## src/rtl/seg_scan_decoder_pkg.sv

```systemverilog
// Shared definitions for the 7-segment scan decoder.
//   - state_t      : decoder FSM states (SYNC, COLLECT, COMMIT)
//   - seg_pattern(): hex nibble -> active-low segment byte {a,b,c,d,e,f,g,dp},
//                    with dp always 1 (off)
package seg_scan_decoder_pkg;

    typedef enum logic [1:0] {
        SYNC    = 2'd0,
        COLLECT = 2'd1,
        COMMIT  = 2'd2
    } state_t;

    localparam int DIGITS = 8;

    function automatic logic [7:0] seg_pattern(input logic [3:0] nibble);
        logic [7:0] pat;
        case (nibble)
            4'h0:    pat = 8'h03;
            4'h1:    pat = 8'h9F;
            4'h2:    pat = 8'h25;
            4'h3:    pat = 8'h0D;
            4'h4:    pat = 8'h99;
            4'h5:    pat = 8'h49;
            4'h6:    pat = 8'h41;
            4'h7:    pat = 8'h1F;
            4'h8:    pat = 8'h01;
            4'h9:    pat = 8'h09;
            4'hA:    pat = 8'h11;
            4'hB:    pat = 8'hC1;
            4'hC:    pat = 8'h63;
            4'hD:    pat = 8'h85;
            4'hE:    pat = 8'h61;
            default: pat = 8'h71;
        endcase
        return pat;
    endfunction

endpackage

```

## src/rtl/seg_scan_decoder_decode.sv

```systemverilog
// Combinational segment-pattern decoder.
//   seg    in  7  segment bits {a..g}, active-low (dp already stripped)
//   nibble out 4  decoded hex value, 0 when no pattern matches
//   hit    out 1  high when seg matches one of the 16 hex glyphs
module seg_pattern_decode (
    input  logic [6:0] seg,
    output logic [3:0] nibble,
    output logic       hit
);
    import seg_scan_decoder_pkg::*;

    logic [7:0] pat;

    // The 16 glyphs are distinct in bits a..g, so first match is the only match.
    always_comb begin
        nibble = 4'h0;
        hit    = 1'b0;
        pat    = 8'h00;
        for (int i = 0; i < 16; i++) begin
            pat = seg_pattern(4'(i));
            if (!hit && (seg == pat[7:1])) begin
                hit    = 1'b1;
                nibble = 4'(i);
            end
        end
    end

endmodule

```

## src/rtl/seg_scan_decoder.sv

```systemverilog
// Receive-side decoder for an 8-digit multiplexed 7-segment scan bus.
// Watches (which, seg), samples each digit once it has been stable for
// SETTLE_CYCLES, decodes it to a nibble and rebuilds the 32-bit value shown.
//   clk        in   1   system clock
//   rst        in   1   synchronous reset, active-high
//   which      in   3   digit select, 0 = most significant digit
//   seg        in   8   segments, active-low {a,b,c,d,e,f,g,dp}; dp ignored
//   data       out  32  last good frame; digit k lives in data[31-4k -: 4]
//   data_valid out  1   one-cycle pulse when data is updated
//   frame_err  out  1   one-cycle pulse when a frame is discarded
//   locked     out  1   high while aligned to the scan (not in SYNC)
module seg_scan_decoder #(
    parameter int SETTLE_CYCLES  = 4,
    parameter int TIMEOUT_CYCLES = 65535
) (
    input  logic        clk,
    input  logic        rst,
    input  logic [2:0]  which,
    input  logic [7:0]  seg,
    output logic [31:0] data,
    output logic        data_valid,
    output logic        frame_err,
    output logic        locked
);
    import seg_scan_decoder_pkg::*;

    localparam int SETTLE_W = $clog2(SETTLE_CYCLES + 1);
    localparam int DWELL_W  = $clog2(TIMEOUT_CYCLES + 1);
    localparam logic [SETTLE_W-1:0] SETTLE_MAX  = SETTLE_W'(SETTLE_CYCLES);
    localparam logic [DWELL_W-1:0]  TIMEOUT_MAX = DWELL_W'(TIMEOUT_CYCLES);

    // Decimal point carries no digit information.
    logic dp_unused;
    assign dp_unused = seg[0];

    // Input stage and one-cycle-delayed copies for change detection.
    logic [2:0] which_q, which_p;
    logic [6:0] seg_q, seg_p;

    logic [SETTLE_W-1:0] settle_cnt;
    logic [DWELL_W-1:0]  dwell_cnt;
    logic                sampled;

    logic which_change;
    logic any_change;
    logic sample;
    logic timeout;

    logic [3:0] nibble;
    logic       hit;

    // FSM state and datapath registers with their next values.
    state_t      state, state_n;
    logic [2:0]  exp_digit, exp_digit_n;
    logic        bad, bad_n;
    logic [31:0] shadow, shadow_n;
    logic [31:0] data_n;
    logic        data_valid_n;
    logic        frame_err_n;
    logic [4:0]  slot;

    assign which_change = (which_q != which_p);
    assign any_change   = which_change || (seg_q != seg_p);
    // A change in the same cycle as settle-complete suppresses the sample.
    assign sample  = !any_change && !sampled && (settle_cnt == SETTLE_MAX);
    assign timeout = (dwell_cnt == TIMEOUT_MAX);
    assign locked  = (state != SYNC);

    seg_pattern_decode u_decode (
        .seg    (seg_q),
        .nibble (nibble),
        .hit    (hit)
    );

    // Input registers, settle/dwell counters, one-sample-per-dwell flag.
    always_ff @(posedge clk) begin
        if (rst) begin
            which_q    <= 3'd0;
            seg_q      <= 7'd0;
            which_p    <= 3'd0;
            seg_p      <= 7'd0;
            settle_cnt <= '0;
            dwell_cnt  <= '0;
            sampled    <= 1'b0;
        end else begin
            which_q <= which;
            seg_q   <= seg[7:1];
            which_p <= which_q;
            seg_p   <= seg_q;

            if (any_change)
                settle_cnt <= '0;
            else if (settle_cnt != SETTLE_MAX)
                settle_cnt <= settle_cnt + 1'b1;

            if (which_change)
                dwell_cnt <= '0;
            else if (dwell_cnt != TIMEOUT_MAX)
                dwell_cnt <= dwell_cnt + 1'b1;

            // Only a new digit re-arms sampling; segment glitches later in
            // the same dwell are ignored.
            if (which_change)
                sampled <= 1'b0;
            else if (sample)
                sampled <= 1'b1;
        end
    end

    always_ff @(posedge clk) begin
        if (rst) begin
            state      <= SYNC;
            exp_digit  <= 3'd0;
            bad        <= 1'b0;
            shadow     <= 32'd0;
            data       <= 32'd0;
            data_valid <= 1'b0;
            frame_err  <= 1'b0;
        end else begin
            state      <= state_n;
            exp_digit  <= exp_digit_n;
            bad        <= bad_n;
            shadow     <= shadow_n;
            data       <= data_n;
            data_valid <= data_valid_n;
            frame_err  <= frame_err_n;
        end
    end

    always_comb begin
        state_n      = state;
        exp_digit_n  = exp_digit;
        bad_n        = bad;
        shadow_n     = shadow;
        data_n       = data;
        data_valid_n = 1'b0;
        frame_err_n  = 1'b0;
        // Digit 0 occupies the top nibble.
        slot         = {3'd7 - exp_digit, 2'b00};

        case (state)
            SYNC: begin
                if (which_change && (which_q == 3'd0)) begin
                    state_n     = COLLECT;
                    exp_digit_n = 3'd0;
                    bad_n       = 1'b0;
                end
            end

            COLLECT: begin
                if (timeout) begin
                    frame_err_n = 1'b1;
                    state_n     = SYNC;
                end else if (sample) begin
                    if (which_q == exp_digit) begin
                        shadow_n[slot +: 4] = nibble;
                        bad_n       = bad | !hit;
                        exp_digit_n = exp_digit + 3'd1;
                        if (which_q == 3'(DIGITS - 1))
                            state_n = COMMIT;
                    end else begin
                        frame_err_n = 1'b1;
                        state_n     = SYNC;
                    end
                end
            end

            COMMIT: begin
                if (!bad) begin
                    data_n       = shadow;
                    data_valid_n = 1'b1;
                end else begin
                    frame_err_n = 1'b1;
                end
                // Expect digit 0 next; any other digit surfaces as a
                // sequence mismatch and drops back to SYNC.
                state_n     = COLLECT;
                exp_digit_n = 3'd0;
                bad_n       = 1'b0;
            end

            default: begin
                state_n = SYNC;
            end
        endcase
    end

endmodule

```

## config.mk

```make
export PLATFORM = sky130hd
export DESIGN_NAME = seg_scan_decoder
export DESIGN_NICKNAME = d
export VERILOG_FILES = /design/src/rtl/seg_scan_decoder_pkg.sv /design/src/rtl/seg_scan_decoder_decode.sv /design/src/rtl/seg_scan_decoder.sv
export SDC_FILE = /design/constraint.sdc
export NUM_CORES = 1
export LEC_CHECK = 0
export BUFFER_PORTS_ARGS = -buffer_cell sky130_fd_sc_hd__buf_2
export CORE_ASPECT_RATIO = 0.9
export CORE_UTILIZATION = 32
export DETAILED_ROUTE_END_ITERATION = 8
export GPL_TIMING_DRIVEN = 0
export PLACE_DENSITY = 0.59
export SETUP_SLACK_MARGIN = 0.2
export SLEW_MARGIN = 20
export SYNTH_ARGS = -nofsm -noshare
export SYNTH_HDL_FRONTEND = slang
export SYNTH_SLANG_ARGS = --single-unit
```

## constraint.sdc

```tcl
create_clock -name clk -period 3.2 [get_ports clk]
set_input_delay 0.16 -clock clk [delete_from_list [all_inputs] [get_ports clk]]
set_output_delay 0.16 -clock clk [all_outputs]
set_load 0.05 [all_outputs]
```

### Word-level counts from Yosys, hierarchy flattened

Cells that the tools add are included.
Widths: inputs -> output; s select.

| word-level totals | value |
|---|---|
| flip-flop bits (word level) | 112 |
| output and inout port bits | 35 |
| word-level logic and storage cells | 159 |
| input port bits | 13 |

| operators by class | value |
|---|---|
| $add $sub $neg | 5 |
| bitwise operators | 4 |
| reductions and logical operators | 49 |
| shifts and indexed selects | 2 |
| equality and inequality tests | 31 |
| multiplexer cells | 54 |

Operators with widths:

| operator | number |
|---|---|
| $eq 7x6->1 const B | 5 |
| $bwmux 32 | 1 |
| $mux 4 | 8 |
| $shift 4x7->32 const A | 1 |
| $shiftx 4x7->32 | 1 |
| $eq 7x7->1 const B | 4 |
| $mux 1 | 26 |
| $mux 3 | 8 |
| $logic_and 1x1->1 | 18 |
| $logic_not 1->1 | 18 |
| $add 16x1->16 const B | 1 |
| $eq 16x16->1 const B | 1 |
| $ne 16x16->1 const B | 1 |
| $eq 7x3->1 const B | 2 |
| $eq 7x4->1 const B | 2 |
| $mux 2 | 7 |
| $pmux 3 s3 | 1 |
| $ne 2x2->1 const B | 4 |
| $eq 7x1->1 const B | 1 |
| $eq 7x5->1 const B | 1 |
| $logic_not 7->1 | 1 |
| $ne 7x7->1 | 1 |
| $neg 5->7 | 1 |
| $add 3x1->3 const B | 2 |
| other kinds (23) | 29 |

### Longest topological paths before layout

Gate-level depths: netlist (run 1).

| logic depth | value |
|---|---|
| word-level depth | 53 |
| mapped depth | 8 |

### Cells and area by module

From an unflattened synthesis (run 1), not the netlist that was laid out.

| second synthesis, totals | value |
|---|---|
| cell total of the unflattened synthesis | 619 |
| area, all modules | 5094.9 µm² |

Modules (own cells, without submodules):

| module | instances | sequential area each (µm²) | area each (µm²) | cells each |
|---|---|---|---|---|
| seg_scan_decoder | 1 | 2242.2 | 4630.7 | 548 |
| seg_pattern_decode | 1 | 0.0 | 464.2 | 71 |

### Worst setup path before layout (run 1)

OpenSTA, ideal clock, no wires.

| timing | value |
|---|---|
| kind | reg-to-reg |
| from | reg exp_digit[0] |
| to | reg shadow[20] |
| data required time | 3.130 ns |
| cell stages (with the launch flop) | 9 |
| arrival | 2.054 ns |
| path slack | 1.076 ns |
| clock period less this slack | 2.124 ns |
| buffers on the path | 1 |
| path through | dfxtp_1 clkbuf_1 inv_1 ha_1 nand2_1 nor3_1 nor4bb_1 o21ai_0 o2bb2ai_1 |

| on the way | value |
|---|---|
| longest elaborated chain between the ends | 4 |
| elaborated cells on any way between the ends | 7 |
| those cells by class | add/sub: 2; eq/ne: 1; shift: 2; mux: 1; reduce/logical: 1 |

RTL lines:

| item | line | text |
|---|---|---|
| from (decl) | seg_scan_decoder.sv:54 | `logic [2:0] exp_digit, exp_digit_n;` |
| from (signal assigned) | seg_scan_decoder.sv:121 | `exp_digit <= exp_digit_n;` |
| $sub 3x3->3 | seg_scan_decoder.sv:139 | `slot = {3'd7 - exp_digit, 2'b00};` |
| $neg 5->7 | seg_scan_decoder.sv:156 | `shadow_n[slot +: 4] = nibble;` |
| $shiftx 4x7->32 or $shift 4x7->32 (tied branches) | seg_scan_decoder.sv:156 |  |
| $bwmux 32 | seg_scan_decoder.sv:156 |  |
| to (signal assigned) | seg_scan_decoder.sv:123 | `shadow <= shadow_n;` |
| to (decl) | seg_scan_decoder.sv:56 | `logic [31:0] shadow, shadow_n;` |

Parallel ways exist; a longest one is shown, timed or not.
A chain may end at the register's enable or synchronous reset.

### Final worst setup path (run 1)

| timing | value |
|---|---|
| from | reg exp_digit[0] |
| to | reg shadow[22] |

The elaborated chain is that of the path after synthesis.

==> results of run 1 <==
## worst min-delay path by stage
stage / startpoint / end / slack [ns] / depth (start not counted)
after floorplan: seg[1] / seg_q[0]$_SDFF_PP0_ / 0.29 / 1
after global placement: which[2] / which_q[2]$_SDFF_PP0_ / 0.38 / 2
after detailed placement: which[0] / which_q[0]$_SDFF_PP0_ / 0.38 / 2
after CTS: seg[3] / seg_q[2]$_SDFF_PP0_ / 0.008 / 2
after global routing: seg[5] / seg_q[4]$_SDFF_PP0_ / 0.02 / 2
final: seg[3] / seg_q[2]$_SDFF_PP0_ / 0.02 / 2
## sequential cells by signal, summed over array words and instances, names as in the netlist
register / count
bad: 1
data: 32
data_valid: 1
dwell_cnt: 16
exp_digit: 3
frame_err: 1
sampled: 1
seg_p: 7
seg_q: 7
settle_cnt: 3
shadow: 32
state: 2
which_p: 3
which_q: 3
## where the power goes
group          switching [mW]  internal, mW  total (mW)
registers              0.0217          1.41        1.43
logic                   0.222        0.0997       0.322
clock network           0.514         0.655        1.17
total                   0.758          2.17        2.93
## logic make-up (layout without fill, tap and decap cells)
kind of cell               after synthesis  count (layout)  share of synthesized area
xor gates and xnor gates                25              25                    0.04291
DFF                                    112             112                     0.4394
buffers and inverters                   50             111                    0.03850
AOI/OAI and AO/OA                      130             130                     0.1704
muxes                                   12              12                    0.02354
and+or+nand+nor                        257             257                     0.2558
adders and majority gates               12              12                    0.02943
## worst max-delay path, cell delays in order (launching register included)
cell and delay, ns:
dfxtp_1 0.42, clkbuf_1 0.40, inv_1 0.18, ha_1 0.37
nand2_1 0.09, nor3_1 0.40, nor4bb_2 0.46, o21ai_0 0.23
o2bb2ai_1 0.17
## cell type report
| type | instances | area, µm² | share of cell area |
|---|---|---|---|
| multi-input combinational | 436 | 2670 | 0.4524 |
| sequential | 112 | 2242 | 0.3799 |
| clock buffer | 11 | 252.7 | 0.04282 |
| tap | 202 | 252.7 | 0.04282 |
| timing repair buffer | 45 | 225.2 | 0.03816 |
| buffer | 35 | 140.1 | 0.02374 |
| clock inverter | 5 | 62.56 | 0.01060 |
| inverter | 15 | 56.30 | 0.009540 |
## placed cells by master (no fill, tap or decap), types with 5 or more instances in the layout
cell type | netlist | layout
clkbuf_16 | 0 | 9
nor3_1 | 12 | 12
xor2_1 | 7 | 7
dfxtp_1 | 112 | 112
clkbuf_1 | 32 | 32
nor2b_1 | 22 | 22
and3_1 | 9 | 9
inv_1 | 15 | 15
a21oi_1 | 46 | 46
o311ai_0 | 12 | 12
mux2i_1 | 12 | 12
nand4_1 | 14 | 14
nor2_1 | 37 | 37
a22oi_1 | 5 | 5
a31oi_1 | 5 | 5
a211oi_1 | 7 | 7
nor4_1 | 11 | 11
buf_2 | 1 | 46
o21ai_0 | 17 | 17
xnor2_1 | 18 | 18
nand3_1 | 21 | 21
o31ai_1 | 14 | 14
nand2_1 | 96 | 96
ha_1 | 12 | 12
## metal layers
| metal | routed length, µm | global-route usage | vias up |
|---|---|---|---|
| li1 | - | - | 2247 |
| met1 | 6103 | 0.2205 | 2194 |
| met2 | 5904 | 0.2590 | 162 |
| met3 | 889 | 0.04078 | 21 |
| met4 | 206 | 0.05758 | 0 |
| met5 | 0 | 0 | - |
## through the flow
stage / cell area, µm² / util / hold WS [ns]
3_5_place_dp: 5580 / 0.3601 / 0.3810
3_3_place_gp: 5580 / 0.3601 / 0.3777
6_report: 5902 / 0.3809 / 0.01507
5_1_grt: 5902 / 0.3809 / 0.02179
2_1_floorplan: 5102 / - / 0.2882
4_1_cts: 5896 / 0.3805 / 0.007682
==> summary.md, run 1 <==
| Metric | Value |
|---|---|
| Outcome | finished clean |
| Routed WL | 13,100 µm |
| Yosys top cell area share | 0.4394 |
| Post-synthesis to final-layout area growth | 15.67% |
| Leftover overflow at the end of global routing | 0 |
| Total clock sinks | 112 |
| CTS tree | done |
| Fmax | 0.3589 GHz |
| Kind of critical path | reg2reg |
| Most instantiated flip-flop cell in the synthesis netlist | dfxtp_1 |
| Share of cells above drive strength 1 | 0.1153 |
| Total via count after detailed routing | 4,624 |
| Fin crit period | 2.786 ns |
| Lkg Pwr | 2.089 nW |
| Number of design-rule violations left by the first detailed-router iteration | 368 |
| Worst Setup Slack, final | 0.4139 ns |
| Most instantiated library cell after synthesis | dfxtp_1 |
| WL per Instance | 15.22 µm |
| Netlist area before placement | 5102 µm² |
| Number of enable-type register cells in the synthesized netlist | 0 |
| Portion of the post-synthesis area used by sequential elements | 0.4394 |
| Setup slack on the worst flop-to-flop path | 0.41 ns |
| Count of maximum capacitance violations | 0 |
| Cell Rows | 43 |
| Largest net degree at the start of global routing | 19 |
| Total count of hold-check failures in the final report | 0 |
| Std-Cell Core Area | 15,490 µm² |
| Share of the clock period used by the worst path after layout | 0.8707 |
| Total of cells resized after clock tree synthesis | 0 |
| Cell Count, Final, Fillers Out | 861 |
| Cell total after placement | 845 |
| CTS Buffer Depth | 2 |
| Vias in the first global route | 4,255 |
| Highest ir drop seen on vdd | 0.3260 mV |
| Worst skew pair latency | 0.36 ns |
| Buffer cell driving the clock tree root | clkbuf_16 |
| Cell types occupying the most area after synthesis | dfxtp_1, nand2_1, a21oi_1 |
| Final number of setup-violating endpoints | 0 |
| Die outline height | 121.8 µm |
| Length in cells of the worst reg-to-reg path | 8 |
| Width of the die | 135.1 µm |
| Category of the worst setup path launch point | register |
| Total iterations of the first detailed-routing run | 5 |
| Worst min path class | in2reg |
| Syn Nets | 623 |
| Accumulated negative setup slack | 0 ns |
| Number of warnings reported in the yosys synthesis log | 0 |
| DP Wirelength | 9668 µm |
| Fillcell total | 1,581 |
| Clock buffer count from CTS | 9 |
| Port Buffers | 45 |
| Mean number of vias per cell | 5.370 |
| Antenna violations before repair | 0 |
| Hold buffer count at CTS | 0 |
| Worst reg2reg path endpoint | shadow[22]$_SDFFE_PP0P_ |
| Max Slew Vio Count | 0 |
| Net count of the finished layout | 679 |
| Library cell occupying the most area in the post-synthesis netlist | dfxtp_1 |
| Reg2reg start | exp_digit[0]$_SDFFE_PP0P_ |
| Overall power of the completed layout | 2.926 mW |
| Initial standard-cell utilization of the core | 0.3293 |
| Pre-CTS worst setup slack | 0.4272 ns |
| Residual antenna-violating net count after detailed routing | 0 |
| Post-CTS Setup Repair Bufs | 0 |
| Gp weighted congestion | 0.9184 |
| Global-route wire length before repair | 21,310 µm |
| Arrival @ worst endpoint | 3.08 ns |
| Worst-path maximum fanout | 10 |
| Netlist cell types | 60 |
| Worst setup path startpoint | exp_digit[0]$_SDFFE_PP0P_ |
| Clk_skew | 0.01046 ns |
| Most frequent cells after synthesis | dfxtp_1, nand2_1, a21oi_1 |
| RSZ-0062 raised after global routing | false |
| Pin slew with the least headroom to its limit | 0.7064 ns |
| CTS H-Tree Depth | 3 |
| Total GRT Usage | 0.1654 |
| Post-Synthesis Cells | 598 |
| Post-Synthesis Mean Instance Area | 8.532 µm² |
| Total Die Area | 16,460 µm² |
| Antenna diodes | 0 |
| Nature of the critical path endpoint | register |
| Capturing instance or port of the critical path | shadow[22]$_SDFFE_PP0P_ |
| Power per standard cell area | 495.7 nW/µm² |
| Data required time of the worst path | 3.50 ns |
| Normalized max-slew margin | 0.5250 |
| Number of design rule violations left after detail routing | 0 |
| Async set or reset register ratio after synthesis | 0 |
| Clock transition at the register clock pins on the worst setup and hold paths after CTS | 0.07 ns |
| Number of register bits inferred by synthesis | 112 |
| I/O pins | 48 |
Note: power is estimated with default switching activity, not from simulation.
==> inputs of run 2 (changes only) <==
--- a/config.mk
+++ b/config.mk
@@ -10,7 +10,7 @@
 export CORE_UTILIZATION = 32
 export DETAILED_ROUTE_END_ITERATION = 8
 export GPL_TIMING_DRIVEN = 0
-export PLACE_DENSITY = 0.59
+export PLACE_DENSITY = 0.54
 export SETUP_SLACK_MARGIN = 0.2
 export SLEW_MARGIN = 20
 export SYNTH_ARGS = -nofsm -noshare
==> constraint.sdc (replaced) <==
create_clock -name clk -period 3.2 [get_ports clk]
set_input_delay 0.16 -clock clk [delete_from_list [all_inputs] [get_ports clk]]
set_output_delay 0.16 -clock clk [all_outputs]
set_load 0.005 [all_outputs]
==> summary.md, run 2 (same netlist as run 1, synthesis figures left out) <==
| Metric | Value |
|---|---|
| Cell Rows | 43 (unchanged) |
| Worst Setup Slack, final | 0.4284 ns (+0.01458 ns) |
| Residual antenna-violating net count after detailed routing | 0 (unchanged) |
| Fmax | 0.3608 GHz (+0.53%) |
| Clock buffer count from CTS | 9 (unchanged) |
| Global-route wire length before repair | 21,240 µm (-0.32%) |
| Total count of hold-check failures in the final report | 0 (unchanged) |
| Critical path buffers and inverters | 2 (unchanged) |
| Total GRT Usage | 0.1641 (-0.001211) |
| Category of the worst setup path launch point | register |
| Power per standard cell area | 480.6 nW/µm² (-3.0%) |
| CTS H-Tree Depth | 3 (unchanged) |
| Normalized max-slew margin | 0.4906 (-0.03442) |
| Overall power of the completed layout | 2.823 mW (-3.5%) |
| Leftover overflow at the end of global routing | 0 (unchanged) |
| Largest registers in the final layout | data (32), shadow (32), dwell_cnt (16) |
| Leading cell types in the layout, fill and taps excluded | dfxtp_1, nand2_1, a21oi_1, buf_2, nor2_1 |
| Footprint of the multi-input gates | 2670 µm² (unchanged) |
| CTS tree | done |
| Nature of the critical path endpoint | register |
| Reg2reg start | exp_digit[0]$_SDFFE_PP0P_ |
| Cell Count, Final, Fillers Out | 860 (-0.12%) |
| WL per Instance | 15.12 µm (-0.67%) |
| Kind of critical path | reg2reg |
| Port Buffers | 45 (unchanged) |
| Most common cell after layout, fill and taps aside | dfxtp_1 |
| Lkg Pwr | 2.077 nW (-0.60%) |
| CTS Buffer Depth | 2 (unchanged) |
| DP Wirelength | 9731 µm (+0.65%) |
| Worst reg2reg path endpoint | shadow[20]$_SDFFE_PP0P_ |
| Final number of setup-violating endpoints | 0 (unchanged) |
| Count of maximum capacitance violations | 0 (unchanged) |
| Width of the die | 135.1 µm (unchanged) |
| Total clock sinks | 112 (unchanged) |
| Cell Chain, Critical Path | clkbuf_1 -> inv_1 -> ha_1 -> nand2_1 -> nor3_1 -> nor4bb_2 -> o21ai_0 -> o2bb2ai_1 |
| Fillcell total | 1,595 (+0.89%) |
| Worst skew pair latency | 0.35 ns (about the same) |
| I/O pins | 48 (unchanged) |
| Area of all sequential standard cells | 2242 µm² (unchanged) |
| Fin crit period | 2.772 ns (-0.01458 ns) |
| Stage delay of the slowest cell on the critical path | 0.48 ns (+0.02 ns) |
| Hold path startpoint | seg[7] |
| Setup slack on the worst flop-to-flop path | 0.43 ns (about the same) |
| Std-Cell Core Area | 15,490 µm² (unchanged) |
| Share of cells above drive strength 1 | 0.1140 (-0.001344) |
| Data required time of the worst path | 3.48 ns (-0.02 ns) |
| Worst min path class | in2reg |
| Number of design-rule violations left by the first detailed-router iteration | 339 (-7.9%) |
| Largest net degree at the start of global routing | 18 (-1) |
| Accumulated negative setup slack | 0 ns (unchanged) |
| Max Slew Vio Count | 0 (unchanged) |
| Antenna violations before repair | 0 (unchanged) |
| Initial standard-cell utilization of the core | 0.3293 (unchanged) |
| Total iterations of the first detailed-routing run | 5 (unchanged) |
| Arrival @ worst endpoint | 3.05 ns (-0.03 ns) |
| Post-CTS Setup Repair Bufs | 0 (unchanged) |
| Gp weighted congestion | 0.8669 (-5.6%) |
| Die outline height | 121.8 µm (unchanged) |
| Pre-CTS worst setup slack | 0.4321 ns (+0.004886 ns) |
| Post-synthesis to final-layout area growth | 15.11% |
| Number of design rule violations left after detail routing | 0 (unchanged) |
| Critical-path cell with the highest stage delay | nor4bb_2 |
| Buffer cell driving the clock tree root | clkbuf_16 |
| Worst-path maximum fanout | 10 (unchanged) |
| Outcome | finished clean |
| Length in cells of the worst reg-to-reg path | 8 (unchanged) |
| Cell depth of the worst hold path | 2 (unchanged) |
| Clk_skew | 0.008566 ns (-0.001890 ns) |
| Clock transition at the register clock pins on the worst setup and hold paths after CTS | 0.07 ns (about the same) |
| Cell total after placement | 845 (unchanged) |
| Highest ir drop seen on vdd | 0.2795 mV (-14%) |
| Vias in the first global route | 4,182 (-1.7%) |
| Worst-case hold path end point | seg_q[6]$_SDFF_PP0_ |
| RSZ-0062 raised after global routing | false |
| Critical path's top delay family | simple AND/OR/NAND/NOR gates |
| Share of the clock period used by the worst path after layout | 0.8661 (-0.004556) |
| Total via count after detailed routing | 4,544 (-1.7%) |
| Mean number of vias per cell | 5.284 (-1.6%) |
| Total Die Area | 16,460 µm² (unchanged) |
| Pin slew with the least headroom to its limit | 0.7576 ns (+0.05119 ns) |
| Antenna diodes | 0 (unchanged) |
| Routed WL | 13,000 µm (-0.79%) |
| Net count of the finished layout | 679 (unchanged) |
## run 2: where the power goes
group	switching [mW]	internal, mW	leakage, nW
clock network	0.493	0.600	0.141
registers	0.0215	1.41	0.906
logic	0.196	0.0991	1.03
## run 2: cell type report
type,count,area share
Buffer,35,0.02386
Clock buffer,9,0.03835
Clock inverter,6,0.01044
Inverter,15,0.009587
Multi-Input combinational cell,436,0.4546
Sequential cell,112,0.3818
Tap cell,202,0.04303
Timing Repair Buffer,45,0.03835
## run 2: routing by layer
layer / vias up / GRT usage / part of all wire
li1: 2249 / - / -
met5: - / 0 / 0
met4: 0 / 0.03371 / 0.0072
met3: 8 / 0.04328 / 0.057
met2: 127 / 0.2532 / 0.44
met1: 2160 / 0.2289 / 0.49
## run 2: metrics by stage
| stage | utilization | hold WS [ns] | instance area (µm²) |
|---|---|---|---|
| 2_1_floorplan | - | 0.2882 | 5102 |
| 3_3_place_gp | 0.3601 | 0.3709 | 5580 |
| 3_5_place_dp | 0.3601 | 0.3752 | 5580 |
| 4_1_cts | 0.3786 | 0.009171 | 5867 |
| 5_1_grt | 0.3790 | 0.01105 | 5873 |
| 6_report | 0.3790 | 0.01857 | 5873 |
## run 2: timing repair
item	4_1_cts	5_1_grt
endpoints found under the setup margin	0	3
hold buffers	0	0
resized for setup	0	1
## run 2: worst max path at each step
stage	to	cells past startpoint	start
after global placement	shadow[22]$_SDFFE_PP0P_	8	exp_digit[0]$_SDFFE_PP0P_
after global routing	shadow[22]$_SDFFE_PP0P_	8	exp_digit[0]$_SDFFE_PP0P_
after detailed placement	shadow[22]$_SDFFE_PP0P_	8	exp_digit[0]$_SDFFE_PP0P_
after floorplan	shadow[20]$_SDFFE_PP0P_	8	exp_digit[0]$_SDFFE_PP0P_
final	shadow[20]$_SDFFE_PP0P_	8	exp_digit[0]$_SDFFE_PP0P_
after CTS	shadow[22]$_SDFFE_PP0P_	8	exp_digit[0]$_SDFFE_PP0P_
==> inputs of run 3 (changes only) <==
--- a/config.mk
+++ b/config.mk
@@ -7,6 +7,7 @@
 export LEC_CHECK = 0
 export BUFFER_PORTS_ARGS = -buffer_cell sky130_fd_sc_hd__buf_2
 export CORE_ASPECT_RATIO = 0.9
+export CORE_MARGIN = 2
 export CORE_UTILIZATION = 32
 export DETAILED_ROUTE_END_ITERATION = 8
 export GPL_TIMING_DRIVEN = 0
==> constraint.sdc (replaced) <==
create_clock -name clk -period 3.2 [get_ports clk]
set_input_delay 0.48 -clock clk [delete_from_list [all_inputs] [get_ports clk]]
set_output_delay 0.48 -clock clk [all_outputs]
set_load 0.005 [all_outputs]
==> summary.md, run 3 (same netlist as run 1, synthesis figures left out) <==
| Metric | Value |
|---|---|
| Share of the clock period used by the worst path after layout | 0.8409 (-0.02523) |
| Accumulated negative setup slack | 0 ns (unchanged) |
| Reg power frac | 0.510 (+0.002) |
| Die outline height | 123.8 µm (+1.6%) |
| Power share of the clock group | 0.384 (-0.003) |
| Total of cells resized after clock tree synthesis | 0 (unchanged) |
| Uppermost routed layer | met4 |
| Initial standard-cell utilization of the core | 0.3293 (unchanged) |
| Setup slack on the worst flop-to-flop path | 0.51 ns (+0.08 ns) |
| Int Pwr | 2.068 mW (-2.1%) |
| Largest registers in the final layout | data (32), shadow (32), dwell_cnt (16) |
| Worst setup path startpoint | exp_digit[0]$_SDFFE_PP0P_ |
| Width of the die | 137.1 µm (+1.5%) |
| Arrival @ worst endpoint | 2.98 ns (-0.07 ns) |
| WL per Instance | 15.26 µm (+0.97%) |
| RSZ-0062 raised after global routing | false |
| Length in cells of the worst reg-to-reg path | 8 (unchanged) |
| Net count of the finished layout | 679 (unchanged) |
| Worst reg2reg path endpoint | shadow[21]$_SDFFE_PP0P_ |
| Normalized max-slew margin | 0.4023 (-0.08826) |
| Antenna diodes | 0 (unchanged) |
| Power per standard cell area | 478.9 nW/µm² (-0.36%) |
| Clk_skew | 0.007338 ns (-0.001228 ns) |
| Buffer cell driving the clock tree root | clkbuf_16 |
| Highest ir drop seen on vdd | 0.2936 mV (+5.0%) |
| DP Wirelength | 9895 µm (+1.7%) |
| Post-CTS Setup Repair Bufs | 0 (unchanged) |
| Detailed route wirelength on metal3 | 692 µm (-7.4%) |
| Cell Rows | 43 (unchanged) |
| Overall power of the completed layout | 2.811 mW (-0.42%) |
| Gp weighted congestion | 0.8633 (-0.42%) |
| Mean number of vias per cell | 5.259 (-0.47%) |
| Routed WL | 13,140 µm (+1.1%) |
| Worst-path maximum fanout | 10 (unchanged) |
| Number of design rule violations left after detail routing | 0 (unchanged) |
| Area of all sequential standard cells | 2242 µm² (unchanged) |
| Leading cell types in the layout, fill and taps excluded | dfxtp_1, nand2_1, a21oi_1, buf_2, nor2_1 |
| Cell total after placement | 845 (unchanged) |
| Final number of setup-violating endpoints | 0 (unchanged) |
| CTS tree | done |
| Capturing instance or port of the critical path | shadow[21]$_SDFFE_PP0P_ |
| Kind of critical path | reg2reg |
| Total clock sinks | 112 (unchanged) |
| Leftover overflow at the end of global routing | 0 (unchanged) |
| CTS Buffer Depth | 2 (unchanged) |
| Cell Count, Final, Fillers Out | 861 (+0.12%) |
| Fillcell total | 1,633 (+2.4%) |
| Share of cells above drive strength 1 | 0.1138 (-0.0001730) |
| Fmax | 0.3716 GHz (+3.0%) |
| Number of design-rule violations left by the first detailed-router iteration | 338 (-0.29%) |
| Total Die Area | 16,970 µm² (+3.1%) |
| Worst skew pair latency | 0.35 ns (about the same) |
| Count of maximum capacitance violations | 0 (unchanged) |
| Total count of hold-check failures in the final report | 0 (unchanged) |
| Fin crit period | 2.691 ns (-0.08075 ns) |
| Max Slew Vio Count | 0 (unchanged) |
| Lkg Pwr | 2.069 nW (-0.36%) |
| Nature of the critical path endpoint | register |
| Reg2reg start | exp_digit[0]$_SDFFE_PP0P_ |
| Switching power as a share of total power | 0.2644 (+0.01254) |
| Data required time of the worst path | 3.49 ns (about the same) |
| Hold slack final | 0.3358 ns (+0.3172 ns) |
| Met1 Routed Length | 6504 µm (+1.2%) |
| CTS H-Tree Depth | 3 (unchanged) |
| Antenna violations before repair | 0 (unchanged) |
| Vias in the first global route | 4,371 (+4.5%) |
| Total GRT Usage | 0.1640 (-0.0001774) |
| Clock buffer count from CTS | 9 (unchanged) |
| Port Buffers | 45 (unchanged) |
| Combinational share of power | 0.106 (about the same) |
| Residual antenna-violating net count after detailed routing | 0 (unchanged) |
| Worst min path class | in2reg |
| Hold buffer count at CTS | 0 (unchanged) |
| Switching power of the nets | 0.7432 mW (+4.5%) |
| Footprint of the multi-input gates | 2670 µm² (unchanged) |
| Clock transition at the register clock pins on the worst setup and hold paths after CTS | 0.07 ns (about the same) |
| Global-route wire length before repair | 21,820 µm (+2.7%) |
| Post-synthesis to final-layout area growth | 15.03% (about the same) |
| Outcome | finished clean |
| Total iterations of the first detailed-routing run | 5 (unchanged) |
| I/O pins | 48 (unchanged) |
| Total via count after detailed routing | 4,528 (-0.35%) |
| Largest net degree at the start of global routing | 19 (+1) |
| Pin slew with the least headroom to its limit | 0.8889 ns (+0.1313 ns) |
| Category of the worst setup path launch point | register |
| Std-Cell Core Area | 15,490 µm² (unchanged) |
| Sum of met2 wire segment lengths after detailed routing | 5835 µm (+1.8%) |
| Most common cell after layout, fill and taps aside | dfxtp_1 |
## run 3: changes by cell type in the layout (fill, tap and decap cells not counted)
cell and change:
clkbuf_8 +1, clkbuf_1 +1, clkinv_2 -2, bufinv_16 -1, inv_8 +1, clkinvlp_4 +1
## run 3: area by class of cell
class                      instances  area share
buffer                            35     0.02388
clock buffer                      11     0.04136
clock inverter                     5    0.006822
inverter                          15    0.009593
multi-input combinational        436      0.4549
sequential                       112      0.3820
tap                              202     0.04306
timing repair buffer              45     0.03837
## run 3: how the worst min path moves through the flow
stage	start	endpoint	slack [ns]	cells past startpoint
after floorplan	shadow[0]$_SDFFE_PP0P_	data[0]$_SDFFE_PP0P_	0.43	2
after global placement	data[8]$_SDFFE_PP0P_	data[8]$_SDFFE_PP0P_	0.44	2
after detailed placement	data[6]$_SDFFE_PP0P_	data[6]$_SDFFE_PP0P_	0.45	2
after CTS	seg[6]	seg_q[5]$_SDFF_PP0_	0.33	2
after global routing	seg[4]	seg_q[3]$_SDFF_PP0_	0.34	2
final	seg[6]	seg_q[5]$_SDFF_PP0_	0.34	2
## run 3: worst max-delay path: stages, from the launching register on
cell and delay (ns):
dfxtp_1 0.42, clkbuf_1 0.39, inv_1 0.18, ha_1 0.37, nand2_1 0.09, nor3_1 0.38
nor4bb_2 0.44, o21ai_0 0.18, o2bb2ai_1 0.17
## run 3: power groups by stage
stage	registers [mW]	logic [mW]	clock network, mW
after floorplan	1.46	0.207	0
after global placement	1.47	0.288	0
after detailed placement	1.47	0.293	0
after CTS	1.43	0.295	1.11
after global routing	1.44	0.334	1.16
final	1.43	0.297	1.08
## run 3: per-layer routing
metal | track usage | vias up
met2 | 0.2550 | 88
met3 | 0.04518 | 10
met4 | 0.03415 | 0
met5 | 0 | -
li1 | - | 2253
met1 | 0.2277 | 2177
## run 3: through the flow
step / area [µm²] / util / setup slack, ns
floorplan: 5102 / - / 1.076
global placement: 5580 / 0.3601 / 0.4649
detailed placement: 5580 / 0.3601 / 0.4783
CTS: 5863 / 0.3784 / 0.4422
global route: 5869 / 0.3788 / 0.2721
finish: 5869 / 0.3788 / 0.5092
